### src/rtl/sim_jtag_tap_pkg.sv
// Shared types and helpers for the simulation JTAG TAP endpoint.
//   tap_state_e : 16-state IEEE 1149.1 TAP controller encoding
//   IDCODE_OP   : opcode selecting the IDCODE register (reset instruction)
//   BYPASS_OP   : opcode selecting BYPASS (all ones)
//   tap_next()  : TAP next-state function for one rising TCK edge
package sim_jtag_tap_pkg;

    localparam int unsigned OPCODE_BITS = 5;

    localparam logic [OPCODE_BITS-1:0] IDCODE_OP = 5'h01;
    localparam logic [OPCODE_BITS-1:0] BYPASS_OP = 5'h1F;

    typedef enum logic [3:0] {
        TLR      = 4'h0,
        RTI      = 4'h1,
        SEL_DR   = 4'h2,
        CAP_DR   = 4'h3,
        SH_DR    = 4'h4,
        EX1_DR   = 4'h5,
        PAUSE_DR = 4'h6,
        EX2_DR   = 4'h7,
        UPD_DR   = 4'h8,
        SEL_IR   = 4'h9,
        CAP_IR   = 4'hA,
        SH_IR    = 4'hB,
        EX1_IR   = 4'hC,
        PAUSE_IR = 4'hD,
        EX2_IR   = 4'hE,
        UPD_IR   = 4'hF
    } tap_state_e;

    // TAP state transition taken on a rising TCK edge with the sampled TMS.
    function automatic tap_state_e tap_next(input tap_state_e state, input logic tms);
        tap_state_e nxt;
        nxt = TLR;
        case (state)
            TLR:      nxt = tms ? TLR    : RTI;
            RTI:      nxt = tms ? SEL_DR : RTI;
            SEL_DR:   nxt = tms ? SEL_IR : CAP_DR;
            CAP_DR:   nxt = tms ? EX1_DR : SH_DR;
            SH_DR:    nxt = tms ? EX1_DR : SH_DR;
            EX1_DR:   nxt = tms ? UPD_DR : PAUSE_DR;
            PAUSE_DR: nxt = tms ? EX2_DR : PAUSE_DR;
            EX2_DR:   nxt = tms ? UPD_DR : SH_DR;
            UPD_DR:   nxt = tms ? SEL_DR : RTI;
            SEL_IR:   nxt = tms ? TLR    : CAP_IR;
            CAP_IR:   nxt = tms ? EX1_IR : SH_IR;
            SH_IR:    nxt = tms ? EX1_IR : SH_IR;
            EX1_IR:   nxt = tms ? UPD_IR : PAUSE_IR;
            PAUSE_IR: nxt = tms ? EX2_IR : PAUSE_IR;
            EX2_IR:   nxt = tms ? UPD_IR : SH_IR;
            UPD_IR:   nxt = tms ? SEL_DR : RTI;
            default:  nxt = TLR;
        endcase
        return nxt;
    endfunction

endpackage

### src/rtl/sim_jtag_tap_fsm.sv
// TAP controller state machine, advanced only on detected rising TCK edges.
//   clock     : system clock
//   test_rst  : synchronous reset (system reset or sampled TRSTn low)
//   tck_rise  : one-clock strobe for a rising TCK edge
//   tms       : TMS pin, sampled with the strobe
//   state     : current TAP state (registered)
module sim_jtag_tap_fsm
    import sim_jtag_tap_pkg::*;
(
    input  logic       clock,
    input  logic       test_rst,
    input  logic       tck_rise,
    input  logic       tms,
    output tap_state_e state
);

    tap_state_e state_next;

    // State register.
    always_ff @(posedge clock) begin
        state <= state_next;
    end

    // Next state; test reset wins over any edge in the same clock.
    always_comb begin
        state_next = state;
        if (test_rst) begin
            state_next = TLR;
        end else if (tck_rise) begin
            state_next = tap_next(state, tms);
        end
    end

endmodule

### src/rtl/sim_jtag_tap.sv
// JTAG TAP endpoint for the simulation JTAG driver, clocked by the system clock.
// TCK is oversampled and edge-detected; it never clocks any flop.
// Optional: define SIM_JTAG_TAP_TCK_FILTER_EN to require TCK stable for two
// clocks before its level is accepted (glitch filter, 3-clock pin latency).
//   clock, reset          : system clock, synchronous active-high reset
//   jtag_TCK/TMS/TDI      : JTAG pins from the driver
//   jtag_TRSTn            : active-low test reset, sampled on clock
//   jtag_TDO_data/driven  : TDO value and "driving" flag back to the driver
//   ir_value              : current (updated) instruction
//   dr_capture_data       : loaded into the user DR at Capture-DR
//   dr_update_valid/data  : one-clock pulse and shifted value at Update-DR
module sim_jtag_tap
    import sim_jtag_tap_pkg::*;
#(
    parameter int unsigned          IR_BITS    = 5,
    parameter int unsigned          DR_BITS    = 32,
    parameter logic [31:0]          IDCODE_VAL = 32'h0000_0001,
    parameter logic [IR_BITS-1:0]   USER_IR    = IR_BITS'(5'h10)
) (
    input  logic               clock,
    input  logic               reset,
    input  logic               jtag_TCK,
    input  logic               jtag_TMS,
    input  logic               jtag_TDI,
    input  logic               jtag_TRSTn,
    output logic               jtag_TDO_data,
    output logic               jtag_TDO_driven,
    output logic [IR_BITS-1:0] ir_value,
    input  logic [DR_BITS-1:0] dr_capture_data,
    output logic               dr_update_valid,
    output logic [DR_BITS-1:0] dr_update_data
);

    localparam int unsigned        IDCODE_BITS = 32;
    localparam logic [31:0]        IDCODE_EFF  = {IDCODE_VAL[31:1], 1'b1};
    localparam logic [IR_BITS-1:0] IDCODE_IR   = IR_BITS'(IDCODE_OP);
    localparam logic [IR_BITS-1:0] BYPASS_IR   = {IR_BITS{1'b1}};

    // A user opcode aliasing a built-in instruction would be unreachable.
    if (USER_IR == IDCODE_IR || USER_IR == BYPASS_IR) begin : g_bad_user_ir
        $error("sim_jtag_tap: USER_IR must differ from IDCODE and BYPASS opcodes");
    end

    logic test_rst_c;
    assign test_rst_c = reset | ~jtag_TRSTn;

    // TCK level seen by the edge detector.
    logic tck_q;
    logic tck_level_c;

`ifdef SIM_JTAG_TAP_TCK_FILTER_EN
    logic tck_s0;
    logic tck_s1;

    // Two-sample history of the pin; level changes only once both agree.
    always_ff @(posedge clock) begin
        if (test_rst_c) begin
            tck_s0 <= 1'b0;
            tck_s1 <= 1'b0;
        end else begin
            tck_s0 <= jtag_TCK;
            tck_s1 <= tck_s0;
        end
    end

    assign tck_level_c = (tck_s0 == tck_s1) ? tck_s0 : tck_q;
`else
    assign tck_level_c = jtag_TCK;
`endif

    always_ff @(posedge clock) begin
        if (test_rst_c) begin
            tck_q <= 1'b0;
        end else begin
            tck_q <= tck_level_c;
        end
    end

    logic tck_rise_c;
    logic tck_fall_c;
    assign tck_rise_c = tck_level_c & ~tck_q;
    assign tck_fall_c = ~tck_level_c & tck_q;

    tap_state_e state;

    sim_jtag_tap_fsm u_fsm (
        .clock    (clock),
        .test_rst (test_rst_c),
        .tck_rise (tck_rise_c),
        .tms      (jtag_TMS),
        .state    (state)
    );

    // Instruction decode; anything not IDCODE or USER falls back to BYPASS.
    logic sel_idcode_c;
    logic sel_user_c;
    assign sel_idcode_c = (ir_value == IDCODE_IR);
    assign sel_user_c   = (ir_value == USER_IR);

    logic [IR_BITS-1:0]     ir_shift;
    logic [IDCODE_BITS-1:0] idcode_sr;
    logic                   bypass_sr;
    logic [DR_BITS-1:0]     user_sr;

    // Capture/shift/update act on rising TCK using the state before the edge;
    // TDO is launched on falling TCK from the state after the rising edge.
    always_ff @(posedge clock) begin
        if (test_rst_c) begin
            ir_shift        <= '0;
            ir_value        <= IDCODE_IR;
            idcode_sr       <= '0;
            bypass_sr       <= 1'b0;
            user_sr         <= '0;
            jtag_TDO_data   <= 1'b0;
            jtag_TDO_driven <= 1'b0;
            dr_update_valid <= 1'b0;
            dr_update_data  <= '0;
        end else begin
            dr_update_valid <= 1'b0;
            if (tck_rise_c) begin
                case (state)
                    CAP_IR: ir_shift <= IR_BITS'(2'b01);
                    SH_IR:  ir_shift <= {jtag_TDI, ir_shift[IR_BITS-1:1]};
                    UPD_IR: ir_value <= ir_shift;
                    CAP_DR: begin
                        if (sel_idcode_c) begin
                            idcode_sr <= IDCODE_EFF;
                        end else if (sel_user_c) begin
                            user_sr <= dr_capture_data;
                        end else begin
                            bypass_sr <= 1'b0;
                        end
                    end
                    SH_DR: begin
                        if (sel_idcode_c) begin
                            idcode_sr <= {jtag_TDI, idcode_sr[IDCODE_BITS-1:1]};
                        end else if (sel_user_c) begin
                            if (DR_BITS > 1) begin
                                user_sr <= {jtag_TDI, user_sr[DR_BITS-1:1]};
                            end else begin
                                user_sr <= DR_BITS'(jtag_TDI);
                            end
                        end else begin
                            bypass_sr <= jtag_TDI;
                        end
                    end
                    UPD_DR: begin
                        if (sel_user_c) begin
                            dr_update_data  <= user_sr;
                            dr_update_valid <= 1'b1;
                        end
                    end
                    default: ;
                endcase
            end
            if (tck_fall_c) begin
                jtag_TDO_driven <= (state == SH_DR) || (state == SH_IR);
                if (state == SH_IR) begin
                    jtag_TDO_data <= ir_shift[0];
                end else if (state == SH_DR) begin
                    if (sel_idcode_c) begin
                        jtag_TDO_data <= idcode_sr[0];
                    end else if (sel_user_c) begin
                        jtag_TDO_data <= user_sr[0];
                    end else begin
                        jtag_TDO_data <= bypass_sr;
                    end
                end
            end
        end
    end

endmodule

### config.mk
export PLATFORM = sky130hd
export DESIGN_NAME = sim_jtag_tap
export DESIGN_NICKNAME = d
export VERILOG_FILES = /design/src/rtl/sim_jtag_tap_pkg.sv /design/src/rtl/sim_jtag_tap_fsm.sv /design/src/rtl/sim_jtag_tap.sv
export SDC_FILE = /design/constraint.sdc
export NUM_CORES = 1
export LEC_CHECK = 0
export ABC_AREA = 1
export CORE_MARGIN = 2
export CORE_UTILIZATION = 40
export CTS_CLUSTER_SIZE = 40
export DETAILED_ROUTE_END_ITERATION = 8
export DONT_BUFFER_PORTS = 1
export HOLD_SLACK_MARGIN = 0.15
export PLACE_DENSITY = 0.56
export SLEW_MARGIN = 20
export SYNTH_ARGS = -nofsm -noshare
export SYNTH_HDL_FRONTEND = slang
export SYNTH_HIERARCHICAL = 1
export SYNTH_SLANG_ARGS = --single-unit
### constraint.sdc
create_clock -name clock -period 1.7 [get_ports clock]
set_input_delay 0.17 -clock clock [delete_from_list [all_inputs] [get_ports clock]]
set_output_delay 0.17 -clock clock [all_outputs]
set_load 0.01 [all_outputs]
# Yosys cells after proc, flatten, opt, wreduce, memory -nomap -nowiden
# Index checks and enable logic that the tools add are counted.
[word_totals]
reg_bits = 115
elab_cells = 92
[op_classes]
n_eq_ne = 25
mux = 32
n_bitwise = 8
n_reduce_logical = 16
[ops]
columns = ["cell", "n"]
rows = [
  ["32-bit 2-to-1 mux", 6],
  ["32-bit one-hot mux with 2 select lines", 2],
  ["4-bit one-hot mux with 12 select lines", 1],
  ["4-bit equality test (second input constant)", 8],
  ["4-bit by 3-bit equality test with 1-bit output (second input constant)", 4],
  ["4-bit 2-to-1 mux", 4],
  ["2-bit inequality test (second input constant)", 8],
  ["1-bit 2-to-1 mux", 12],
  ["6-bit AND reduction", 2],
  ["5-bit one-hot mux with 2 select lines", 1],
  ["4-bit by 2-bit equality test with 1-bit output (second input constant)", 2],
  ["2-bit 2-to-1 mux", 3],
  ["3-bit 2-to-1 mux", 2],
  ["2-bit AND reduction", 3],
  ["2-bit nonzero test", 3],
  ["3-bit OR reduction", 2],
  ["5-bit by 1-bit equality test with 1-bit output (second input constant)", 1],
  ["5-bit equality test (second input constant)", 1],
  ["1-bit inverter", 5],
  ["4-bit by 1-bit equality test with 1-bit output (second input constant)", 1],
  ["4-bit logical NOT", 1],
  ["4-bit AND reduction", 1],
  ["2-bit OR reduction", 2],
  ["3-bit AND reduction", 1],
  ["4 further kinds", 5],
]

# Longest topological paths before layout
[depth]
word_depth = 5
mapped_depth = 9
mapped_depth_nobuf = 9

# By module
# Netlist, hierarchy kept.
[by_module_without_submodules]
columns = ["module", "n_inst", "cells_per_inst", "area_per_inst_um2", "seq_area_each_um2"]
rows = [
  ["sim_jtag_tap", 1, 636, 4464.3, 2222.1],
  ["sim_jtag_tap_fsm", 1, 74, 385.4, 80.1],
]

# Least setup slack after synthesis
# Ideal clock, no wire load.
[synth_timing]
path_type = "register to register"
startpoint = "reg u_fsm.state[1]"
endpoint = "reg idcode_sr[13]"
setup_ps = 128
arrival_ps = 1307
setup_slack_ps = 266
stages_incl_launch_ff = 9
path_buffers = 1
synth_period_minus_slack_ps = 1434
cell_sequence = "dfxtp_1 > nand2_1 > o21ai_1 > nand2_2 > nor2_4 > buf_2 > nand2_1 > o21ai_0 > nor2_1"
[synth_via]
elab_chain_len = 3
[synth_lines]
columns = ["element", "line_no", "text"]
rows = [
  ["start: declaration", "sim_jtag_tap_fsm.sv:14", "output tap_state_e state"],
  ["start signal: assignment", "sim_jtag_tap_fsm.sv:21", "state <= state_next;"],
  ["4-bit by 2-bit equality test with 1-bit output or 4-bit by 3-bit equality test with 1-bit output (tied branches)", "sim_jtag_tap.sv:121", "case (state)"],
  ["2-bit inequality test (no source line) or 2-bit nonzero test (tied branches)", "n/a", ""],
  ["4-bit AND reduction (no source line)", "n/a", ""],
  ["end signal: assignment", "sim_jtag_tap.sv:136", "idcode_sr <= {jtag_TDI, idcode_sr[IDCODE_BITS-1:1]};"],
  ["end: declaration", "sim_jtag_tap.sv:101", "logic [IDCODE_BITS-1:0] idcode_sr;"],
]
# Several ways; a longest one is shown, not always the timed one.
# A chain may end at the register's enable or synchronous reset.

# Final worst setup path
[layout_timing]
startpoint = "reg u_fsm.state[0]"
endpoint = "reg idcode_sr[30]"
# Same word-level chain as after synthesis.

==> summary.md <==
| Metric | Value |
|---|---|
| Ys async rst share | 0% |
| Clock Skews | approximately 13 ps |
| Max Freq | roughly 640 MHz |
| Core box area | around 0.012 mm2 |
| Die height | 114 um |
| Worst Path Arrival | around 1800 ps |
| CTS H-Tree Depth | 4 |
| RSZ-0062 raised after global routing | no |
| Worst vdd ir | around 0.62 mV |
| Final setup fails | 0 |
| Yosys reg bits | ~120 |
| Largest family of logic cells by synthesized area | simple AND/OR/NAND/NOR gates |
| HPWL after detailed placement | about 7500 um |
| Post-synth EDFFs | 0 |
| Mapped Nets | between 700 and 800 |
| Top delay family on crit path | simple AND/OR/NAND/NOR gates |
| Gr busiest metal | met2 |
| Count leader, synth | nand2_1 |
| Fraction of layout cells with a size suffix above 1 | slightly above 9% |
| DRT antenna net count | 0 |
| Synth-to-Final Area Change | 23.3% |
| Mapped Cells | 710 |
| M1 GR Usage | 23.1% |
| Slew Limit Fails | 0 |
| Setup TNS | 0 ps |
| Drc violations | 0 |
| CTS tree | done |
| CP max FO | 30 |
| Seq/Total Area, Yosys | a little under half |
| Vias in the first global route | ~4,300 |
| Met2 Track Usage GR | 30.6% |
| Final period util | between 90 and 100% |
| GRT met3 Usage | roughly 5.4% |
| Clock tree sinks | roughly 120 |
| CP dominant cell by count | nand2_1 |
| Worst EP required | 1990 ps |
| Placed Cells | between 800 and 900 |
| CTS Buf Count | 17 |
| IO buf count | 0 |
| Routed WL per cell | approximately 13 um |
| Hold wc startpoint | ir_shift[1]$_SDFFE_PP0P_ |
| Max-Cap Viols | 0 |
| Number of nets in the layout | 783 |
| Compound-Gate Fraction of Synth Area | 16.1% |
| Clock Latency Late Sink | 410 ps |
| Cell taking the most area after synthesis | dfxtp_1 |
| Worst-path cell chain | nor2_2 > nand2_1 > o21ai_1 > nand2_2 > nor2_4 > buf_12 > nand2_1 > o21ai_0 > nor2_1 |
| Mean Syn Cell Area | slightly below 7 um2 |
| First-pass GRT wire length | slightly below 20,000 um |
| Tightest Hold Check Type | register to register |
| Clock-pin slew on the worst setup and hold paths | around 50 ps |
| Setup crit end kind | register |
| Largest net degree at the start of global routing | between 40 and 50 |
| Tmin final | about 1600 ps |
| Commonest cells in the netlist | nand2_1 (177), nor2_1 (155), dfxtp_1 (115), o21ai_0 (100), a21oi_1 (32) |
| Rel. slew slack | ~70% |
| N_diodes | 0 |
| GRT Resource Usage Total | a little under a fifth |
| Most used DFF post-synth | dfxtp_1 |
| Top cells by area, synth | dfxtp_1 (47%), nand2_1 (14%), nor2_1 (12%), o21ai_0 (10%), a21oi_1 (3.3%) |
| Synth top area share | between 40% and 50% |
| FP Rows | 40 |
| Worst-margin pin slew | about 430 ps |
| First DRT Iteration DRCs | approximately 250 |
| Final hold violations | 0 |
| PD cells | about 1000 mW/mm2 |
| Worst path bufs/invs | 1 |
| Setup Crit Path Kind | register to register |
| Outcome | finished clean |
| Boundary pin count | 78 |
| Die area | 0.0130 mm2 |
| GR Overflow Total | 0 |
| Mux contribution to synthesized area | 0% |
| Reg2Reg Launch Point | u_fsm/state[0]$_SDFFE_PP0P_ |
| Cell Count, Final, Fillers Out | between 900 and 1,000 |
| Area of the mapped netlist | between 0.004 and 0.005 mm2 |
| Post-synth cell types | 20 |
| Starting density of the core | between 40% and 50% |
| Via Count | ~4,500 |
| Simple-gate area share of the yosys netlist | between 20% and 30% |
| Drt via density | roughly 5.0 |
| Largest stage delay on the critical path | 360 ps |
| Area share of xor/xnor cells in the synthesized design | 0% |
| YS warnings | 6 |
| Leak | around 2.5 nW |
| Synth Area in Adders | 0% |
| GP Congestion | slightly above 0.8 |
| Slowest CP cell | dfxtp_1 |
| Clock Path Buffers | 2 |
| Die span in x | ~110 um |
| TritonRoute pass-1 iters | 4 |
| Antenna violations before repair | 0 |
| Crit path launch type | register |
| Post-Route WL | approximately 11,000 um |
| CTS Root Cell | clkbuf_16 |
| Crit path launch | u_fsm/state[0]$_SDFFE_PP0P_ |
| Fillers | about 1,200 |
timing repair:
action | 4_1_cts | 5_1_grt
setup endpoints to repair | 0 | 66
resized for setup | 0 | 8
endpoints found under the hold margin | 50 | 0
hold buffers | 37 | 0
buffers inserted | 0 | 1
state kept, by name, indices dropped and copies added (netlist names), 4 cells and up:
signal	cells
u_fsm/state	4
dr_update_data	32
ir_shift	5
ir_value	5
user_sr	32
idcode_sr	32
report_power, final:
| group | switching, W | internal [W] | total, W |
|---|---|---|---|
| registers | 0.00000259 | 0.00270 | 0.00270 |
| clock network | 0.00114 | 0.00205 | 0.00319 |
| logic | 0.0000994 | 0.0000950 | 0.000194 |
| total | 0.00124 | 0.00485 | 0.00608 |
per-stage QoR:
step           utilization [%]  setup WS (ps)  instance area (um2)  total power [W]  hold WS (ps)
6_report                  50.2            146                 5980          0.00608           465
3_5_place_dp              42.4           94.4                 5060          0.00288           330
2_1_floorplan                -            266                 4850          0.00285           314
4_1_cts                   50.0           74.5                 5950          0.00617           465
5_1_grt                   50.2           5.55                 5980          0.00629           484
3_3_place_gp              42.4           67.0                 5060          0.00288           323
cell usage in the layout (no fill, tap or decap):
cell	count
a21oi_1	32
inv_4	2
clkinvlp_4	2
o21a_1	1
nand4_1	3
nand3_2	1
nand2_1	177
clkbuf_8	2
buf_4	13
inv_1	28
o21ai_1	21
nor2_1	152
clkbuf_16	17
o21ai_0	100
inv_2	7
nand3_4	1
nor2_4	4
clkbuf_1	5
buf_12	5
nor2_2	8
bufinv_16	1
nor3_1	2
dfxtp_1	115
clkinv_2	2
nand3_1	12
nand2_2	3
dlygate4sd3_1	37
buf_6	1
o211ai_1	1
final cells by class:
type	instances	area (um2)	area share (%)
clock buffers	24	472	7.89
clock inverters	5	55.1	0.920
inverters	37	144	2.41
multi-input cells	518	2250	37.5
flip-flops and latches	115	2300	38.5
well taps	147	184	3.07
repair buffers	56	579	9.68
logic make-up after synthesis:
group	after synthesis
buf+inv	77
compound gates	155
simple gates	363
flops	115
worst paths after layout:
| kind | to | slack [ps] | depth (start not counted) |
|---|---|---|---|
| max | idcode_sr[30]$_SDFFE_PP0P_ | 150 | 9 |
| min reg2reg | ir_shift[1]$_SDFFE_PP0P_ | 470 | 2 |
| min | ir_shift[1]$_SDFFE_PP0P_ | 470 | 2 |
| max reg2reg | idcode_sr[30]$_SDFFE_PP0P_ | 150 | 9 |
worst register-to-register path, stage by stage, from the launching register on:
cell	delay, ps
dfxtp_1	360
nor2_2	170
nand2_1	70
o21ai_1	100
nand2_2	120
nor2_4	220
buf_12	190
nand2_1	70
o21ai_0	90
nor2_1	50
routing by layer:
layer,vias up,share of wire [%]
met5,-,0
met4,0,1.6
met3,14,4.8
met2,113,48
met1,2056,45
li1,2320,-
Power figures use the tool's default switching activity.
